--- src/rtl/ula_exec_stage_if.sv ---
// Handshake, ULA operand/result and writeback signals of ula_exec_stage.
// The stage itself connects through the master modport; its environment uses slave.
interface ula_exec_stage_if;
  logic        in_valid;
  logic        in_ready;
  logic [13:0] instr;
  logic [2:0]  ula_a;
  logic [2:0]  ula_b;
  logic [4:0]  ula_op;
  logic [2:0]  ula_resu;
  logic        ula_o;
  logic        ula_c;
  logic        ula_s;
  logic        ula_z;
  logic        out_valid;
  logic [2:0]  out_resu;
  logic [3:0]  flags;
  logic        err;

  modport master (
    input  in_valid, instr, ula_resu, ula_o, ula_c, ula_s, ula_z,
    output in_ready, ula_a, ula_b, ula_op, out_valid, out_resu, flags, err
  );

  modport slave (
    output in_valid, instr, ula_resu, ula_o, ula_c, ula_s, ula_z,
    input  in_ready, ula_a, ula_b, ula_op, out_valid, out_resu, flags, err
  );
endinterface

--- src/rtl/ula_exec_stage.sv ---
// Execute/writeback controller around the 3-bit ULA: one instruction every 3 cycles.
// Optional macro ULA_DEBUG_EN adds a side-effect-free register-file read port.
module ula_exec_stage #(
  parameter int NREGS = 8
) (
  input logic              clk,
  input logic              rst,
  ula_exec_stage_if.master bus
`ifdef ULA_DEBUG_EN
  ,
  input  logic [2:0]       dbg_addr,
  output logic [2:0]       dbg_data
`endif
);

  typedef enum logic [1:0] {IDLE, EXEC, WB} state_t;

  state_t      state;
  state_t      state_next;
  logic        accept;
  logic [2:0]  regs [NREGS];
  logic [13:0] instr_q;
  logic [4:0]  op_q;
  logic [2:0]  rd_q;
  logic [2:0]  rb_q;
  logic        is_alu;
  logic        is_ldi;
  logic [2:0]  wb_value;
  logic [3:0]  flags_next;

  // R0 is never written, but the read still forces zero so it is hardwired.
  function automatic logic [2:0] read_reg(input logic [2:0] addr);
    return (addr == 3'd0) ? 3'd0 : regs[addr];
  endfunction

  assign op_q = instr_q[13:9];
  assign rd_q = instr_q[8:6];
  assign rb_q = instr_q[2:0];

  always_comb begin
    state_next   = state;
    bus.in_ready = 1'b0;
    accept       = 1'b0;
    case (state)
      IDLE: begin
        bus.in_ready = 1'b1;
        accept       = bus.in_valid;
        if (bus.in_valid) state_next = EXEC;
      end
      EXEC:    state_next = WB;
      WB:      state_next = IDLE;
      default: state_next = IDLE;
    endcase
  end

  always_comb begin
    is_alu = (op_q == 5'b01000) || (op_q == 5'b01001) || op_q[4];
    is_ldi = (op_q == 5'b00001);
    if (is_alu)      wb_value = bus.ula_resu;
    else if (is_ldi) wb_value = rb_q;
    else             wb_value = 3'd0;
  end

  // Flag register is {O,C,S,Z}; each bit has its own set of opcodes that refresh it.
  always_comb begin
    flags_next = bus.flags;
    if (is_alu) begin
      flags_next[3] = bus.ula_o;
      if ((op_q == 5'b01000) || (op_q == 5'b01001))
        flags_next[2] = bus.ula_c;
      if ((op_q != 5'b10011) && (op_q != 5'b11111) && (op_q != 5'b10000))
        flags_next[1] = bus.ula_s;
      if ((op_q != 5'b10011) && (op_q != 5'b11111))
        flags_next[0] = bus.ula_z;
    end
  end

  always_ff @(posedge clk) begin
    if (rst) begin
      state         <= IDLE;
      instr_q       <= '0;
      bus.ula_a     <= '0;
      bus.ula_b     <= '0;
      bus.ula_op    <= '0;
      bus.out_valid <= 1'b0;
      bus.out_resu  <= '0;
      bus.flags     <= '0;
      bus.err       <= 1'b0;
      for (int i = 0; i < NREGS; i++) regs[i] <= '0;
    end else begin
      state         <= state_next;
      bus.out_valid <= 1'b0;
      bus.err       <= 1'b0;
      if (accept) begin
        instr_q    <= bus.instr;
        bus.ula_op <= bus.instr[13:9];
        bus.ula_a  <= read_reg(bus.instr[5:3]);
        bus.ula_b  <= read_reg(bus.instr[2:0]);
      end
      if (state == WB) begin
        bus.out_valid <= 1'b1;
        bus.out_resu  <= wb_value;
        bus.err       <= !(is_alu || is_ldi);
        bus.flags     <= flags_next;
        if ((is_alu || is_ldi) && (rd_q != 3'd0))
          regs[rd_q] <= wb_value;
      end
    end
  end

`ifdef ULA_DEBUG_EN
  assign dbg_data = read_reg(dbg_addr);
`endif

endmodule

--- src/flat_wrapper.sv ---
// flat-port wrapper written by rule: the top's interface ports become plain ports
module ula_exec_stage_flat 
#(
  parameter int NREGS = 8
)
  (clk, rst, bus_in_valid, bus_instr, bus_ula_resu, bus_ula_o, bus_ula_c, bus_ula_s, bus_ula_z, bus_in_ready, bus_ula_a, bus_ula_b, bus_ula_op, bus_out_valid, bus_out_resu, bus_flags, bus_err);
  ula_exec_stage_if bus_i ();
  input logic clk;
  input logic rst;
  input wire logic [$bits(bus_i.in_valid)-1:0] bus_in_valid;
  input wire logic [$bits(bus_i.instr)-1:0] bus_instr;
  input wire logic [$bits(bus_i.ula_resu)-1:0] bus_ula_resu;
  input wire logic [$bits(bus_i.ula_o)-1:0] bus_ula_o;
  input wire logic [$bits(bus_i.ula_c)-1:0] bus_ula_c;
  input wire logic [$bits(bus_i.ula_s)-1:0] bus_ula_s;
  input wire logic [$bits(bus_i.ula_z)-1:0] bus_ula_z;
  output wire logic [$bits(bus_i.in_ready)-1:0] bus_in_ready;
  output wire logic [$bits(bus_i.ula_a)-1:0] bus_ula_a;
  output wire logic [$bits(bus_i.ula_b)-1:0] bus_ula_b;
  output wire logic [$bits(bus_i.ula_op)-1:0] bus_ula_op;
  output wire logic [$bits(bus_i.out_valid)-1:0] bus_out_valid;
  output wire logic [$bits(bus_i.out_resu)-1:0] bus_out_resu;
  output wire logic [$bits(bus_i.flags)-1:0] bus_flags;
  output wire logic [$bits(bus_i.err)-1:0] bus_err;
  assign bus_i.in_valid = bus_in_valid;
  assign bus_i.instr = bus_instr;
  assign bus_i.ula_resu = bus_ula_resu;
  assign bus_i.ula_o = bus_ula_o;
  assign bus_i.ula_c = bus_ula_c;
  assign bus_i.ula_s = bus_ula_s;
  assign bus_i.ula_z = bus_ula_z;
  assign bus_in_ready = bus_i.in_ready;
  assign bus_ula_a = bus_i.ula_a;
  assign bus_ula_b = bus_i.ula_b;
  assign bus_ula_op = bus_i.ula_op;
  assign bus_out_valid = bus_i.out_valid;
  assign bus_out_resu = bus_i.out_resu;
  assign bus_flags = bus_i.flags;
  assign bus_err = bus_i.err;
  ula_exec_stage #(.NREGS(NREGS)) u_core (.clk(clk), .rst(rst), .bus(bus_i));
endmodule
--- config.mk ---
export PLATFORM = sky130hd
export DESIGN_NAME = ula_exec_stage_flat
export DESIGN_NICKNAME = d
export VERILOG_FILES = /design/src/rtl/ula_exec_stage_if.sv /design/src/rtl/ula_exec_stage.sv /design/src/flat_wrapper.sv
export SDC_FILE = /design/constraint.sdc
export NUM_CORES = 1
export LEC_CHECK = 0
export ABC_CLOCK_PERIOD_IN_PS = 2110
export CAP_MARGIN = 5
export CORE_MARGIN = 10
export CORE_UTILIZATION = 51
export CTS_CLUSTER_DIAMETER = 100
export DETAILED_ROUTE_END_ITERATION = 16
export PLACE_DENSITY = 0.78
export SYNTH_ARGS = -nofsm -noshare
export SYNTH_HDL_FRONTEND = slang
export SYNTH_SLANG_ARGS = --single-unit
--- constraint.sdc ---
create_clock -name clk -period 2.11 [get_ports clk]
set_clock_uncertainty 0.15 [all_clocks]
set_input_delay 0.5275 -clock clk [delete_from_list [all_inputs] [get_ports clk]]
set_output_delay 0.5275 -clock clk [all_outputs]
set_load 0.005 [all_outputs]
==> results.md <==
- Worst-margin pin slew: 0.381 ns
- Root buffer selected by CTS: clkbuf_8
- Commonest cells after routing, fill and taps aside: clkdlybuf4s50_1, nand2_1, dfxtp_1, nor2_1, buf_4
- Syn Area/Cell: 10.1 um2
- DP Cell Count: 338
- #FFs+latches synth: 49
- Switching Share: 23.5%
- Clk_lat worst skew: 0.30 ns
- Leakage Power: 1.17 nW
- CP delay by family, top: buffers and inverters
- Global-route wire length before repair: 8850 um
- Overflow left after global routing: 0
- Hold path startpoint: u_core.state[1]
- Fmax: 485 MHz
- Hold_ws: 0.303 ns
- PwrDens: 656 nW/um2
- # DRC: 0
- Critical Path Sink Type: output port
- Clock transition at the registers of the reported paths: 0.09 ns
- Comb pwr share: 15.6%
- Post-detail-place hpwl: 4250 um
- Worst Path Arrival: 1.38 ns
- Max_slew headroom: 74.3%
- Critical Path, Cell by Cell: clkdlybuf4s50_1
- Cts hold-fix bufs: 0
- CP peak stage delay: 0.58 ns
- Total core area: 4440 um2
- Asr flop ratio synth: 0%
- Port-buffer cells: 44
- Area contributors post-synth: edfxtp_1, dfxtp_1, mux2i_1, nand2_1, nor2_1
- Final period util: 97.7%
- WP buf/inv: 1
- Total power: 2.03 mW
- Overall routed net length: 5710 um
- Sequential fraction of the synthesis area: 50.2%
- Die Span X: 88.2 um
- # IOs: 45
- Die area: 7780 um2
- Final Util: 69.7%
- Synth top area share: 26.6%
- Clock buffer depth: 2
- Initial drt markers: 173
- Critical-path top delay cell: clkdlybuf4s50_1
- Worst Path Max Fanout: 9
- First drt pass iteration count: 4
- EDFF count, synth: 21
- Row count: 24
- Total track usage: 14.6%
- Reg-to-reg startpoint: u_core.instr_q[10]
- Share of cells above drive strength 1: 15.3%
- Largest net degree at the start of global routing: 35
- RSZ-0062 raised after global routing: false
- Commonest non-fill, non-tap cell in the layout: clkdlybuf4s50_1
- Clock power frac: 31.9%
- Status: finished clean
- Synth cell types: 39
- PostCTS Resize Cnt: 0
- Final setup margin: 0.0487 ns
- P_int: 1.55 mW
- Dpl ws: -0.127 ns
- Postcts setup bufs: 0
- Warnings, synthesis: 0
- Final Hold Viols: 0
- Worst R2R Setup Slack: 0.19 ns
- Non-filler cells, final: 346
- Syn Std Cell Area: 2370 um2
- Antenna violations before repair: 0
- Synth Instances: 235
- Most used DFF post-synth: dfxtp_1
- # clock sinks: 49
- Crit start category: flip-flop
- Number of global-route vias before repair: 1838
- Final net count: 317
- Vias: 1910
- Initial Utilization: 53.4%
- Critical path startpoint: u_core.bus.ula_op[4]
- Crit Path Class: reg -> out
- ANT cells: 0
- Fillers: 357
- Final ANT Viol Nets: 0
- Switch Pwr: 0.478 mW
- Die Span Y: 88.2 um
- Routed len/inst: 16.5 um
- Via/cell ratio: 5.52
- Synth-to-layout area growth: 30.4%
- Final setup fails: 0
- Synthesized Nets: 259
- Final GP Congestion: 0.944
- Max-cap violations: 0
- Max-slew violations: 0
- Synth area leader: edfxtp_1
- Maximum vdd drop: 454 uV
- CTS tree: yes
- Worst Hold Class: reg -> reg
- Minimum clock period after layout: 2.06 ns
- CTS Buf Count: 5
- Htree depth: 2
- CP required: 1.43 ns
- Flop pwr share: 52.5%
==> metal layers <==
metal	track usage, %	wire, um
met5	0	0
met4	7.78	122
met3	3.86	364
met2	23.0	2720
met1	18.0	2510
==> power by group through the flow <==
stage          clock network, mW  registers [mW]  logic, mW
4_1_cts                    0.664            1.06      0.318
3_3_place_gp                   0            1.08      0.311
5_1_grt                    0.697            1.07      0.344
2_1_floorplan                  0            1.08      0.172
3_5_place_dp                   0            1.09      0.316
6_report                   0.648            1.07      0.317
==> final timing paths <==
check,endpoint,cells past startpoint
max,bus_ula_op[4],1
min,u_core.state[1],1
max reg2reg,u_core.regs[3][1],4
min reg2reg,u_core.state[1],1
==> flip-flops by register name, indices dropped and copies added (netlist names), 2 cells and up <==
signal               count
u_core.bus.out_resu      3
u_core.instr_q          10
u_core.bus.flags         4
u_core.regs             21
u_core.bus.ula_a         3
u_core.state             2
u_core.bus.ula_b         3
==> final cells by class <==
class                           count  area [um2]  area share, %
Tap cell                           52        65.1           2.10
Clock inverter                      2        33.8           1.09
Sequential cell                    49        1190           38.5
Inverter                            2        7.51          0.243
Clock buffer                        6        72.6           2.34
Timing Repair Buffer               70         661           21.3
Multi-Input combinational cell    165        1060           34.4
==> per-stage QoR <==
stage / area, um2 / setup TNS, ns
after global placement: 2990 / -1.16
final: 3100 / 0
after global routing: 3100 / 0
after CTS: 3100 / 0
after floorplan: 2370 / 0
after detailed placement: 2990 / -1.45
==> logic make-up (layout without fill, tap and decap cells) <==
group                     Yosys count  after routing  share of synthesized area, %
DFF                                49             49                          50.2
and+or+nand+nor                   106            106                          23.0
xor gates and xnor gates            1              1                         0.369
AOI/OAI and AO/OA                  35             35                          10.1
muxes                              23             23                          11.3
buffers and inverters              21             80                          4.95
==> cells in the mapped netlist (2+ instances only) <==
master	n
a211oi_1	7
and2_1	2
mux4_2	3
buf_6	2
nor4b_1	2
nand2b_1	8
or2_1	5
a22oi_2	3
a21oi_1	17
nand2_1	29
nor2b_1	12
nand4_1	4
nand3_1	4
clkbuf_1	10
edfxtp_1	21
dfxtp_1	28
o22ai_1	2
nor3_1	5
a211oi_2	2
mux2i_1	19
buf_4	6
nor2_1	27
Power figures use the tool's default switching activity.
